===== src/rtl/clk_freq_monitor.sv =====
// Clock-frequency monitor: measures the period and high time of an asynchronous
// clock in system-clock cycles, with tolerance, lock, min/max and timeout status.
module clk_freq_monitor #(
    parameter int unsigned CNT_W       = 16,
    parameter int unsigned LOCK_CNT    = 4,
    parameter int unsigned TIMEOUT_CYC = 1000
) (
    input  logic             clk,
    input  logic             rst_n,
    input  logic             en,
    input  logic             clear,
    input  logic             sig_in,
    input  logic [CNT_W-1:0] exp_period,
    input  logic [CNT_W-1:0] tol,
    output logic [CNT_W-1:0] period,
    output logic [CNT_W-1:0] high_time,
    output logic             meas_valid,
    output logic             out_of_tol,
    output logic [CNT_W-1:0] min_period,
    output logic [CNT_W-1:0] max_period,
    output logic             lock,
    output logic             timeout
);

    localparam int unsigned      LCW      = $clog2(LOCK_CNT + 1);
    localparam logic [CNT_W-1:0] CNT_MAX  = '1;
    localparam logic [CNT_W-1:0] CNT_ONE  = CNT_W'(1);
    localparam logic [CNT_W-1:0] TO_VAL   = CNT_W'(TIMEOUT_CYC);
    localparam logic [LCW-1:0]   LOCK_VAL = LCW'(LOCK_CNT);

    typedef enum logic [1:0] {
        IDLE,
        WAIT_FIRST,
        MEASURE
    } state_t;

    state_t           state_q, state_d;
    logic             s1_q, s2_q, s3_q;
    logic             rise_q, fall_q;
    logic [CNT_W-1:0] cnt_q, cnt_d;
    logic [CNT_W-1:0] hcnt_q, hcnt_d;
    logic [CNT_W-1:0] high_hold_q, high_hold_d;
    logic             fall_seen_q, fall_seen_d;
    logic [CNT_W-1:0] period_q, period_d;
    logic [CNT_W-1:0] high_time_q, high_time_d;
    logic             meas_valid_q, meas_valid_d;
    logic             oot_q, oot_d;
    logic [CNT_W-1:0] min_q, min_d;
    logic [CNT_W-1:0] max_q, max_d;
    logic             lock_q, lock_d;
    logic [LCW-1:0]   lock_cnt_q, lock_cnt_d;
    logic [LCW-1:0]   lock_nxt;
    logic             timeout_q, timeout_d;
    logic [CNT_W:0]   diff;
    logic             in_tol;

    // Edges are registered once more so the FSM sees them on the 4th edge after
    // sig_in is first sampled high; s3_q is the level aligned with those edges.
    always_ff @(posedge clk or negedge rst_n) begin
        if (!rst_n) begin
            s1_q   <= 1'b0;
            s2_q   <= 1'b0;
            s3_q   <= 1'b0;
            rise_q <= 1'b0;
            fall_q <= 1'b0;
        end else begin
            s1_q   <= sig_in;
            s2_q   <= s1_q;
            s3_q   <= s2_q;
            rise_q <= s2_q & ~s3_q;
            fall_q <= ~s2_q & s3_q;
        end
    end

    always_comb begin
        if (cnt_q >= exp_period) begin
            diff = {1'b0, cnt_q} - {1'b0, exp_period};
        end else begin
            diff = {1'b0, exp_period} - {1'b0, cnt_q};
        end
        in_tol = (diff <= {1'b0, tol});
    end

    always_comb begin
        state_d      = state_q;
        cnt_d        = cnt_q;
        hcnt_d       = hcnt_q;
        high_hold_d  = high_hold_q;
        fall_seen_d  = fall_seen_q;
        period_d     = period_q;
        high_time_d  = high_time_q;
        meas_valid_d = 1'b0;
        oot_d        = oot_q;
        min_d        = min_q;
        max_d        = max_q;
        lock_d       = lock_q;
        lock_cnt_d   = lock_cnt_q;
        timeout_d    = timeout_q;
        lock_nxt     = (lock_cnt_q >= LOCK_VAL) ? LOCK_VAL : lock_cnt_q + LCW'(1);

        if (!en) begin
            state_d     = IDLE;
            cnt_d       = '0;
            hcnt_d      = '0;
            fall_seen_d = 1'b0;
        end else begin
            case (state_q)
                IDLE: begin
                    cnt_d       = '0;
                    hcnt_d      = '0;
                    fall_seen_d = 1'b0;
                    state_d     = WAIT_FIRST;
                end
                WAIT_FIRST: begin
                    cnt_d  = '0;
                    hcnt_d = '0;
                    if (rise_q) begin
                        cnt_d       = CNT_ONE;
                        hcnt_d      = CNT_ONE;
                        fall_seen_d = 1'b0;
                        state_d     = MEASURE;
                    end
                end
                MEASURE: begin
                    if (cnt_q != CNT_MAX) cnt_d = cnt_q + CNT_ONE;
                    if (s3_q && (hcnt_q != CNT_MAX)) hcnt_d = hcnt_q + CNT_ONE;
                    if (fall_q) begin
                        high_hold_d = hcnt_q;
                        fall_seen_d = 1'b1;
                    end
                    if (rise_q) begin
                        period_d     = cnt_q;
                        high_time_d  = fall_seen_q ? high_hold_q : cnt_q;
                        meas_valid_d = 1'b1;
                        oot_d        = ~in_tol;
                        if (cnt_q < min_q) min_d = cnt_q;
                        if (cnt_q > max_q) max_d = cnt_q;
                        if (in_tol) begin
                            lock_cnt_d = lock_nxt;
                            lock_d     = (lock_nxt == LOCK_VAL);
                        end else begin
                            lock_cnt_d = '0;
                            lock_d     = 1'b0;
                        end
                        cnt_d       = CNT_ONE;
                        hcnt_d      = CNT_ONE;
                        fall_seen_d = 1'b0;
                    end else if (cnt_q == TO_VAL) begin
                        timeout_d  = 1'b1;
                        lock_d     = 1'b0;
                        lock_cnt_d = '0;
                        state_d    = WAIT_FIRST;
                    end
                end
                default: state_d = IDLE;
            endcase
        end

        // clear overrides any same-cycle measurement or timeout update
        if (clear) begin
            min_d      = '1;
            max_d      = '0;
            lock_d     = 1'b0;
            lock_cnt_d = '0;
            timeout_d  = 1'b0;
        end
    end

    always_ff @(posedge clk or negedge rst_n) begin
        if (!rst_n) begin
            state_q      <= IDLE;
            cnt_q        <= '0;
            hcnt_q       <= '0;
            high_hold_q  <= '0;
            fall_seen_q  <= 1'b0;
            period_q     <= '0;
            high_time_q  <= '0;
            meas_valid_q <= 1'b0;
            oot_q        <= 1'b0;
            min_q        <= '1;
            max_q        <= '0;
            lock_q       <= 1'b0;
            lock_cnt_q   <= '0;
            timeout_q    <= 1'b0;
        end else begin
            state_q      <= state_d;
            cnt_q        <= cnt_d;
            hcnt_q       <= hcnt_d;
            high_hold_q  <= high_hold_d;
            fall_seen_q  <= fall_seen_d;
            period_q     <= period_d;
            high_time_q  <= high_time_d;
            meas_valid_q <= meas_valid_d;
            oot_q        <= oot_d;
            min_q        <= min_d;
            max_q        <= max_d;
            lock_q       <= lock_d;
            lock_cnt_q   <= lock_cnt_d;
            timeout_q    <= timeout_d;
        end
    end

    assign period     = period_q;
    assign high_time  = high_time_q;
    assign meas_valid = meas_valid_q;
    assign out_of_tol = oot_q;
    assign min_period = min_q;
    assign max_period = max_q;
    assign lock       = lock_q;
    assign timeout    = timeout_q;

endmodule


===== config.mk =====
export PLATFORM = sky130hd
export DESIGN_NAME = clk_freq_monitor
export DESIGN_NICKNAME = d
export VERILOG_FILES = /design/src/rtl/clk_freq_monitor.sv
export SDC_FILE = /design/constraint.sdc
export NUM_CORES = 1
export LEC_CHECK = 0
export ABC_CLOCK_PERIOD_IN_PS = 4500
export CAP_MARGIN = 40
export CORE_MARGIN = 2
export CORE_UTILIZATION = 51
export DETAILED_ROUTE_END_ITERATION = 7
export GPL_TIMING_DRIVEN = 0
export PLACE_DENSITY = 0.77
export SLEW_MARGIN = 20
export SYNTH_ARGS = -nofsm -noshare
export SYNTH_HDL_FRONTEND = slang
export SYNTH_SLANG_ARGS = --single-unit

===== constraint.sdc =====
create_clock -name clk -period 4.5 [get_ports clk]
set_clock_uncertainty 0.1 [all_clocks]
set_input_delay 0.675 -clock clk [delete_from_list [all_inputs] [get_ports clk]]
set_output_delay 0.675 -clock clk [all_outputs]
set_load 0.02 [all_outputs]

Word level (Yosys, flattened, before mapping) --
Cells that the tools add are included.
Word-level totals: bits in registers 127, output and inout port bits 68
Cells by class: add/subtract/negate cells 5, $lt $le $gt $ge 5, equal/unequal tests 14, mux-type cells 52, bitwise logic cells 5, reductions and logical operators 19
Operators with widths (count):
- two-way mux 16 bit | 17
- case mux 16 bit (3 select lines) | 2
- subtractor 16 x 16 -> 17 bit | 2
- adder 16 x 1 -> 16 bit (second input constant) | 2
- inequality test 16 bit (second input constant) | 2
- two-way mux 3 bit | 7
- two-way mux 1 bit | 19
- <= comparator 17 x 16 -> 1 bit | 1
- two-way mux 17 bit | 1
- equality test 16 x 10 -> 1 bit (second input constant) | 1
- greater-or-equal comparator 16 bit | 1
- greater-than comparator 16 bit | 1
- < comparator 16 bit | 1
- AND reduction 3 bit | 5
- inequality test 4 bit (second input constant) | 3
- AND reduction 4 bit | 3
- nonzero test 2 bit | 6
- inequality test 3 bit (second input constant) | 3
- two-way mux 2 bit | 4
- case mux 2 bit (3 select lines) | 1
- inequality test 4 x 1 -> 1 bit (second input constant) | 1
- AND reduction 2 bit | 2
- adder 3 x 1 -> 3 bit (second input constant) | 1
- equality test 3 bit (second input constant) | 1
- other kinds (10) | 13

Logic depth before layout (Yosys ltp) --
Gate-level depths: netlist (run 1).
depth in word-level cells 8, mapped depth 21, depth with buffers taken out 20

Least setup slack after synthesis (run 1) --
OpenSTA, ideal clock, no wires.
path type input -> register, start in exp_period[13], end reg lock_cnt_q[1], library setup time 0.095 ns, data arrival time 4.331 ns, data required time 4.305 ns, setup slack -0.026 ns, cell stages on the path 20, path buffers 3, cell sequence inv_1 -> ha_1 -> buf_2 -> nand3_1 -> or3_1 -> o221ai_2 -> buf_6 -> buf_6 -> mux2i_1 -> o31ai_1 -> xnor2_1 -> ha_1 -> a21o_1 -> a21o_1 -> a21o_1 -> a21o_1 -> a221oi_1 -> o211ai_1 -> or2_2 -> o31ai_1
Between the ends: word-level cells in the longest chain between the ends 8
RTL lines:
- start: declaration | line 13 | input logic [CNT_W-1:0] exp_period,
- subtractor 16 x 16 -> 17 bit, or another cell as far along | line 79 | diff = {1'b0, exp_period} - {1'b0, cnt_q};
- two-way mux 17 bit * | line 76 | if (cnt_q >= exp_period) begin
- <= comparator 17 x 16 -> 1 bit * | line 81 | in_tol = (diff <= {1'b0, tol});
- two-way mux 3 bit * | line 138 | if (in_tol) begin
- two-way mux 3 bit * | line 131 | if (rise_q) begin
- two-way mux 3 bit * | line 107 | case (state_q)
- two-way mux 3 bit * | line 101 | if (!en) begin
- two-way mux 3 bit * | line 160 | if (clear) begin
- end signal: assignment | line 198 | lock_cnt_q <= lock_cnt_d;
- end: declaration | line 51 | logic [LCW-1:0] lock_cnt_q, lock_cnt_d;
Every way passes the cells marked *; elsewhere a longest branch is shown, timed or not. The select of a mux whose other input is x is not followed. A chain may end at the register's enable or synchronous reset.

Final worst setup path (run 1) --
start reg cnt_q[0], end reg lock_cnt_q[0]
Between the ends: word-level cells in the longest chain between the ends 8
RTL lines:
- start: declaration | line 40 | logic [CNT_W-1:0] cnt_q, cnt_d;
- start signal: assignment | line 187 | cnt_q <= cnt_d;
- subtractor 16 x 16 -> 17 bit, or another cell as far along | line 79
- two-way mux 17 bit | line 76
- <= comparator 17 x 16 -> 1 bit | line 81
- two-way mux 3 bit | line 138
- two-way mux 3 bit | line 131
- two-way mux 3 bit | line 107
- two-way mux 3 bit | line 101
- two-way mux 3 bit | line 160
Several ways; a longest one is shown, not always the timed one. The select of a mux whose other input is x is not followed.

==> impl_table.tex, run 1 <==
\begin{tabular}{lr}
\hline
Metric & Value \\
\hline
\multicolumn{2}{l}{\textbf{Logic synthesis}} \\
\quad Share of flip-flops with an asynchronous set or reset & 100\% \\
\quad Netlist Area Pre-Place & 8420 um2 \\
\quad Count of mapped cells out of synthesis & 940 \\
\quad Register area share after synthesis & 38.0\% \\
\quad Synth area leader & dfrtp\_1 \\
\quad Cell with the most instances after synthesis & dfrtp\_1 \\
\quad Avg Synthesized Cell Area & 8.96 um2 \\
\quad Dominant synthesized flop cell & dfrtp\_1 \\
\quad Number of nets in the synthesized netlist & 1067 \\
\quad Share of the synthesized area in the top cell type & 33.0\% \\
\quad Number of storage elements in the synthesis netlist & 127 \\
\quad Number of flops mapped to enable cells by yosys & 0 \\
\quad Cell types with the largest area share after synthesis & dfrtp\_1, ha\_1, mux2i\_1 \\
\quad Warnings from Yosys & 0 \\
\quad Yosys cell types & 58 \\
\quad Top cell types by occurrence after synthesis & dfrtp\_1, inv\_1, nor2\_1 \\
\multicolumn{2}{l}{\textbf{Die}} \\
\quad Floorplan die height & 132 um \\
\quad Standard cell core area & 16000 um2 \\
\quad Die Area & 17600 um2 \\
\quad Starting density of the core & 52.6\% \\
\quad Number of placement rows & 46 \\
\quad Die Width & 132 um \\
\quad Count of boundary I/O pins & 105 \\
\multicolumn{2}{l}{\textbf{Hold path}} \\
\quad HP Class & register to register \\
\quad Origin of the worst min-delay path & s1\_q \\
\multicolumn{2}{l}{\textbf{Drt}} \\
\quad Average detailed-routed wire length per instance & 20.0 um \\
\quad Total via count in the routed design & 8020 \\
\quad DR vias/cell & 5.91 \\
\quad WL met3 & 2380 um \\
\quad First DRT Iteration DRCs & 761 \\
\quad Detail Route Antenna Nets & 0 \\
\quad Router iterations before antenna repair & 7 \\
\quad Met1 wire length & 10900 um \\
\quad Total Routed Length & 27200 um \\
\quad Uppermost routed layer & met4 \\
\quad Wire length on met2 & 12600 um \\
\quad DRC violation count after routing & 0 \\
\multicolumn{2}{l}{\textbf{Final layout}} \\
\quad Post-layout util & 71.9\% \\
\quad \# nets final & 1255 \\
\quad Finished Layout Cells & 1357 \\
\quad Layout filler cell count & 1162 \\
\quad Proportion of layout cells with a drive suffix above 1 & 23.0\% \\
\quad Post-synthesis to final-layout area growth & 36.6\% \\
\quad Ant. Diodes & 0 \\
\quad Post-layout instance area & 11500 um2 \\
\quad Area used by sequential logic in the layout & 3220 um2 \\
\quad Total area of multi-input combinational cells & 5190 um2 \\
\multicolumn{2}{l}{\textbf{Place}} \\
\quad Global placer's final weighted congestion & 0.930 \\
\quad Post-placement cell area & 9780 um2 \\
\quad Count of input and output buffers & 102 \\
\quad Minimum setup slack after placement & -1590 ps \\
\quad DP Cell Count & 1259 \\
\quad Post-detailed-placement half-perimeter wirelength & 17300 um \\
\multicolumn{2}{l}{\textbf{Power}} \\
\quad Fraction of power spent switching nets & 26.9\% \\
\quad Total net switching power & 859 uW \\
\quad Sequential share of power & 37.0\% \\
\quad Internal portion of total power & 2330 uW \\
\quad Max IR drop VDD & 0.272 mV \\
\quad Gate power share & 16.1\% \\
\quad LEAKAGE & 0.00518 uW \\
\quad Power share of the clock group & 46.9\% \\
\quad Pwr/cell area & 278 nW/um2 \\
\multicolumn{2}{l}{\textbf{Global routing}} \\
\quad Number of global-route vias before repair & 7785 \\
\quad Overall global routing resource usage & 29.9\% \\
\quad Total global routing overflow & 0 \\
\quad Number of antenna violations at the first check in global routing & 0 \\
\quad Pin count of the biggest net entering global routing & 98 \\
\quad First-pass GRT wire length & 41200 um \\
\multicolumn{2}{l}{\textbf{STA}} \\
\quad Max frequency & 217 MHz \\
\quad Setup repair after global routing missed its margin & true \\
\quad Clock period minus worst slack & 4610 ps \\
\quad Final hold violations & 0 \\
\quad Relative slew slack & 47.8\% \\
\quad Count of final setup violators & 4 \\
\quad Worst Max-Slew Pin Slew & 772 ps \\
\quad Setup WS post-layout & -115 ps \\
\quad Worst hold slack & 250 ps \\
\quad Total count of max-transition violations in the final report & 0 \\
\quad Final worst path period share & 103\% \\
\multicolumn{2}{l}{\textbf{Clocking}} \\
\quad Root buffer cell & clkbuf\_16 \\
\quad Total clock buffers created by CTS & 17 \\
\quad Sink Count & 127 \\
\quad Worst-path clk slew & 60 ps \\
\quad H-tree Lvls & 4 \\
\quad Source-to-sink clock delay at the later pin of the worst-skew pair & 430 ps \\
\quad Number of buffers on the longest clock path & 2 \\
\quad Clock tree from TritonCTS & built \\
\multicolumn{2}{l}{\textbf{Setup path}} \\
\quad Largest driver fanout on the critical path & 4 \\
\quad Start point of the critical path & cnt\_q[0] \\
\quad Reg-to-reg critical path startpoint & cnt\_q[0] \\
\quad Data arrival time of the worst path & 4850 ps \\
\quad Type of the worst setup path & register to register \\
\quad Launching element type of the critical path & register \\
\quad Required time worst endpoint & 4730 ps \\
\quad Crit end category & register \\
\multicolumn{2}{l}{\textbf{Outcome}} \\
\quad Result of the run & finished with violations \\
\quad Violations in the final reports & negative setup slack \\
\multicolumn{2}{l}{\textbf{Job}} \\
\quad Reported max-cap violation count & 0 \\
\hline
\end{tabular}
## cells in the final DEF, fill, tap and decap left out, drive strengths merged, types with 6 or more instances in the layout
| cell | instances |
|---|---|
| inv | 104 |
| clkdlybuf4s50 | 85 |
| nand4 | 21 |
| clkinv | 6 |
| nor2b | 7 |
| a31oi | 11 |
| nor3 | 11 |
| xnor2 | 15 |
| a21oi | 52 |
| buf | 95 |
| nand2 | 82 |
| dfrtp | 111 |
| o31ai | 8 |
| a21o | 23 |
| dfstp | 16 |
| mux2 | 16 |
| xor2 | 9 |
| mux2i | 55 |
| o21ai | 93 |
| nor2 | 98 |
| ha | 88 |
| clkbuf | 48 |
| nand3 | 15 |
## flip-flops by register name, indices dropped and copies added (netlist names), 3 cells and up
name,count
hcnt_q,16
max_period,16
lock_cnt_q,3
high_time,16
period,16
high_hold_q,16
cnt_q,16
min_period,16
## timing repair
action,in CTS,in global routing
pin swaps,45,41
hold buffers,1,0
buffers inserted,57,15
hold endpoints to repair,8,0
setup endpoints to repair,5,5
gates resized for setup,141,57
## worst paths after layout
path                                 end  slack [ps]  cells after the start
max                        lock_cnt_q[0]        -110                     20
min                                 s2_q         250                      0
max reg2reg                lock_cnt_q[0]        -110                     20
min reg2reg                         s2_q         250                      0
max in group asynchronous      cnt_q[15]        2930                      3
min in group asynchronous        timeout         590                      2
## power by group through the flow
| stage | clock network, uW | logic [uW] | registers, uW |
|---|---|---|---|
| 2_1_floorplan | 0 | 245 | 1210 |
| 3_3_place_gp | 0 | 405 | 1200 |
| 3_5_place_dp | 0 | 414 | 1200 |
| 4_1_cts | 1510 | 474 | 1180 |
| 5_1_grt | 1550 | 558 | 1180 |
| 6_report | 1500 | 514 | 1180 |
## critical path: stages, from the launching register on
cell and delay (ps):
dfrtp_2 410, buf_6 140, ha_4 140, inv_2 40
fa_2 410, a21o_1 210, a21oi_2 230, o21ai_2 110
a21oi_2 170, o21ai_1 110, a211oi_2 230, a21oi_1 90
xor2_1 230, ha_1 300, nand2_2 120, nor3_2 60
a2111o_1 410, a221oi_2 250, o211ai_1 210, or2_4 310
o31ai_2 220
## layer usage
metal / vias up / track usage [%]
li1: 3620 / -
met2: 429 / 48.2
met4: 0 / 13.4
met1: 3836 / 38.6
met5: - / 0
met3: 135 / 6.82
## area by class of cell
type / instances / share of cell area (%)
multi-input cells: 667 / 45.1
flip-flops and latches: 127 / 28.0
repair buffers: 176 / 13.8
clock buffers: 19 / 3.94
inverters: 102 / 3.35
well taps: 216 / 2.35
plain buffers: 37 / 1.86
clock inverters: 13 / 1.61
## cell families (layout without fill, tap and decap cells)
kind of cell | after synthesis | count (layout) | synth area share [%]
and+or+nand+nor | 260 | 260 | 14.1
AOI/OAI and AO/OA | 222 | 222 | 15.9
buffers and inverters | 146 | 347 | 7.19
DFF | 127 | 127 | 38.0
adders and majority gates | 90 | 90 | 13.6
muxes | 71 | 71 | 8.68
xor gates and xnor gates | 24 | 24 | 2.50
## metrics by stage
step / total power [uW] / setup TNS [ps]
finish: 3190 / -267
global route: 3290 / -862
CTS: 3160 / -83.4
detailed placement: 1620 / -7280
global placement: 1610 / -273610
floorplan: 1460 / 0
No activity file was read; power rests on OpenSTA's default activity.
==> inputs of run 2 (changes only) <==
- CTS_CLUSTER_DIAMETER: not set -> 50
==> results of run 2 <==
Same layout as run 1: the final DEF is identical, and so are final timing and power.
==> inputs of run 3 (changes only) <==
- CORE_ASPECT_RATIO: not set -> 0.75
==> run 3 against run 2 <==
Compared with the run above:
- the run now ends clean
- power fell by 5.3%
- design area fell by 1.4%
- final cell count fell by 0.59%
- non-clock buffer count fell by 2
- clock-buffer cell count rose by 7
- hold slack got worse by 200 ps
- sequential share of layout area rose by 0.41 points
- first-iteration DRC count rose by 10%
- wire length fell by 1.8%
- worst setup slack improved by 160 ps
- sequential power barely moved
- via count fell by 2.6%
- critical path type unchanged
- largest cell class unchanged
- largest power group unchanged
==> impl_table.tex, run 3 (synthesis gave the netlist of run 1 again) <==
\begin{tabular}{lr}
\hline
Metric & Value \\
\hline
\multicolumn{2}{l}{\textbf{Power}} \\
\quad Pwr/cell area & 267 nW/um2 (-3.9\%) \\
\quad Max IR drop VDD & 0.287 mV (+5.5\%) \\
\quad Power share of the clock group & 44.0\% (-2.9 points) \\
\quad Total net switching power & 836 uW (-2.8\%) \\
\quad Fraction of power spent switching nets & 27.6\% (+0.72 points) \\
\quad LEAKAGE & 0.00513 uW (-0.93\%) \\
\quad Internal portion of total power & 2190 uW (-6.2\%) \\
\quad Sequential share of power & 39.1\% (+2.1 points) \\
\quad Gate power share & 16.9\% (+0.8 points) \\
\multicolumn{2}{l}{\textbf{Die}} \\
\quad Count of boundary I/O pins & 105 (unchanged) \\
\quad Floorplan die height & 115 um (-13\%) \\
\quad Starting density of the core & 52.4\% (-0.21 points) \\
\quad Die Area & 17600 um2 (about the same) \\
\quad Standard cell core area & 16100 um2 (+0.41\%) \\
\quad Number of placement rows & 40 (-13\%) \\
\quad Die Width & 152 um (+15\%) \\
\multicolumn{2}{l}{\textbf{Global routing}} \\
\quad First-pass GRT wire length & 40500 um (-1.9\%) \\
\quad Overall global routing resource usage & 29.9\% (about the same) \\
\quad Pin count of the biggest net entering global routing & 80 (-18\%) \\
\quad Number of antenna violations at the first check in global routing & 1 (+1) \\
\quad Total global routing overflow & 0 (unchanged) \\
\quad Number of global-route vias before repair & 7410 (-4.8\%) \\
\multicolumn{2}{l}{\textbf{Place}} \\
\quad Post-detailed-placement half-perimeter wirelength & 17900 um (+3.5\%) \\
\quad Global placer's final weighted congestion & 0.963 (+3.6\%) \\
\quad Count of input and output buffers & 102 (unchanged) \\
\quad Minimum setup slack after placement & -1190 ps (+396 ps) \\
\multicolumn{2}{l}{\textbf{Drt}} \\
\quad Detail Route Antenna Nets & 0 (unchanged) \\
\quad Router iterations before antenna repair & 5 (-2) \\
\quad Average detailed-routed wire length per instance & 19.8 um (-1.2\%) \\
\quad DR vias/cell & 5.79 (-2.1\%) \\
\quad Total via count in the routed design & 7809 (-2.6\%) \\
\quad First DRT Iteration DRCs & 840 (+10\%) \\
\quad DRC violation count after routing & 0 (unchanged) \\
\quad Total Routed Length & 26700 um (-1.8\%) \\
\multicolumn{2}{l}{\textbf{STA}} \\
\quad Final hold violations & 0 (unchanged) \\
\quad Max frequency & 224 MHz (+3.6\%) \\
\quad Final worst path period share & 99.0\% (-3.5 points) \\
\quad Setup WS post-layout & 44.4 ps (+159 ps) \\
\quad Worst hold slack & 48.5 ps (-201 ps) \\
\quad Setup repair after global routing missed its margin & true \\
\quad Count of final setup violators & 0 (-4) \\
\quad Clock period minus worst slack & 4460 ps (-159 ps) \\
\quad Total count of max-transition violations in the final report & 0 (unchanged) \\
\quad Worst Max-Slew Pin Slew & 772 ps (-0.377 ps) \\
\quad Relative slew slack & 48.5\% (+0.75 points) \\
\multicolumn{2}{l}{\textbf{Clocking}} \\
\quad Number of buffers on the longest clock path & 2 (unchanged) \\
\quad Source-to-sink clock delay at the later pin of the worst-skew pair & 430 ps (about the same) \\
\quad H-tree Lvls & 4 (unchanged) \\
\quad Root buffer cell & clkbuf\_16 \\
\quad Clock tree from TritonCTS & built \\
\quad Worst-path clk slew & 60 ps (about the same) \\
\quad Sink Count & 127 (unchanged) \\
\quad Total clock buffers created by CTS & 17 (unchanged) \\
\multicolumn{2}{l}{\textbf{Final layout}} \\
\quad Proportion of layout cells with a drive suffix above 1 & 21.8\% (-1.2 points) \\
\quad Most common cell after layout, fill and taps aside & nor2\_1 \\
\quad \# nets final & 1253 (-0.16\%) \\
\quad Ant. Diodes & 0 (unchanged) \\
\quad Post-synthesis to final-layout area growth & 34.7\% \\
\quad Layout filler cell count & 1137 (-2.2\%) \\
\quad Commonest cells after routing, fill and taps aside & nor2\_1, inv\_1, dfrtp\_1 \\
\multicolumn{2}{l}{\textbf{Outcome}} \\
\quad Result of the run & completed \\
\multicolumn{2}{l}{\textbf{Hold path}} \\
\quad HP Class & input pin to asynchronous set/reset pin \\
\multicolumn{2}{l}{\textbf{Setup path}} \\
\quad Largest driver fanout on the critical path & 6 (+2) \\
\quad Data arrival time of the worst path & 4690 ps (-160 ps) \\
\quad Launching element type of the critical path & register \\
\quad Required time worst endpoint & 4740 ps (about the same) \\
\quad Crit end category & register \\
\quad Type of the worst setup path & register to register \\
\multicolumn{2}{l}{\textbf{Job}} \\
\quad Reported max-cap violation count & 0 (unchanged) \\
\hline
\end{tabular}
run 3: metal layers:
| layer | track usage, % | up-vias | part of all wire (%) |
|---|---|---|---|
| met4 | 8.35 | 2 | 2.2 |
| met5 | 0 | - | 0.026 |
| met2 | 43.9 | 403 | 42 |
| met1 | 43.2 | 3732 | 46 |
| met3 | 8.78 | 59 | 10 |
| li1 | - | 3613 | - |
run 3: area by class of cell:
type | instances | area (um2) | area share [%]
Buffer | 42 | 263 | 2.32
Clock buffer | 26 | 499 | 4.40
Clock inverter | 6 | 60.1 | 0.529
Inverter | 102 | 389 | 3.43
Multi-Input combinational cell | 667 | 5150 | 45.4
Sequential cell | 127 | 3220 | 28.4
Tap cell | 210 | 263 | 2.32
Timing Repair Buffer | 169 | 1500 | 13.2
run 3: metrics by stage:
step	TNS [ps]	power [uW]	cell area (um2)	cells	utilization, %
2_1_floorplan	0	1460	8450	940	-
3_3_place_gp	-282450	1610	9740	1252	60.6
3_5_place_dp	-5400	1620	9770	1253	60.8
4_1_cts	0	2970	10900	1314	67.7
5_1_grt	-257	3130	11300	1349	70.6
6_report	0	3030	11300	1349	70.6
run 3: worst max-delay path: stages, from the launching register on:
cell,delay (ps)
dfrtp_2,440
ha_4,250
buf_6,130
buf_4,130
a21oi_2,220
o21ai_2,120
a31oi_4,190
o221ai_4,180
buf_4,180
buf_4,140
o221a_4,310
o21ai_2,130
xnor2_1,150
ha_1,300
nand2_4,100
nor3_1,60
a2111o_1,380
a221oi_2,210
o211ai_1,160
or2_4,300
o31ai_4,180
run 3: power by group through the flow:
stage	sequential (uW)	clock (uW)	combinational, uW
2_1_floorplan	1210	0	245
3_3_place_gp	1200	0	405
3_5_place_dp	1200	0	417
4_1_cts	1180	1340	452
5_1_grt	1190	1390	552
6_report	1180	1330	510
run 3: worst paths after layout:
| kind | cells past startpoint | from | endpoint | slack (ps) |
|---|---|---|---|---|
| max | 20 | cnt_q[8] | lock_cnt_q[1] | 40 |
| min | 1 | rst_n | meas_valid | 50 |
| max reg2reg | 20 | cnt_q[8] | lock_cnt_q[1] | 40 |
| min reg2reg | 0 | s1_q | s2_q | 260 |
| max in group asynchronous | 2 | rst_n | min_period[7] | 3490 |
| min in group clk | 0 | s1_q | s2_q | 260 |
run 3: what timing repair did:
action                                  4_1_cts  5_1_grt
endpoints found under the hold margin         0        0
gates cloned                                  0        0
setup buffers                                30       36
gates resized for setup                     109       66
pin swaps                                    32       34
endpoints found under the setup margin        5        5
hold buffers                                  0        0
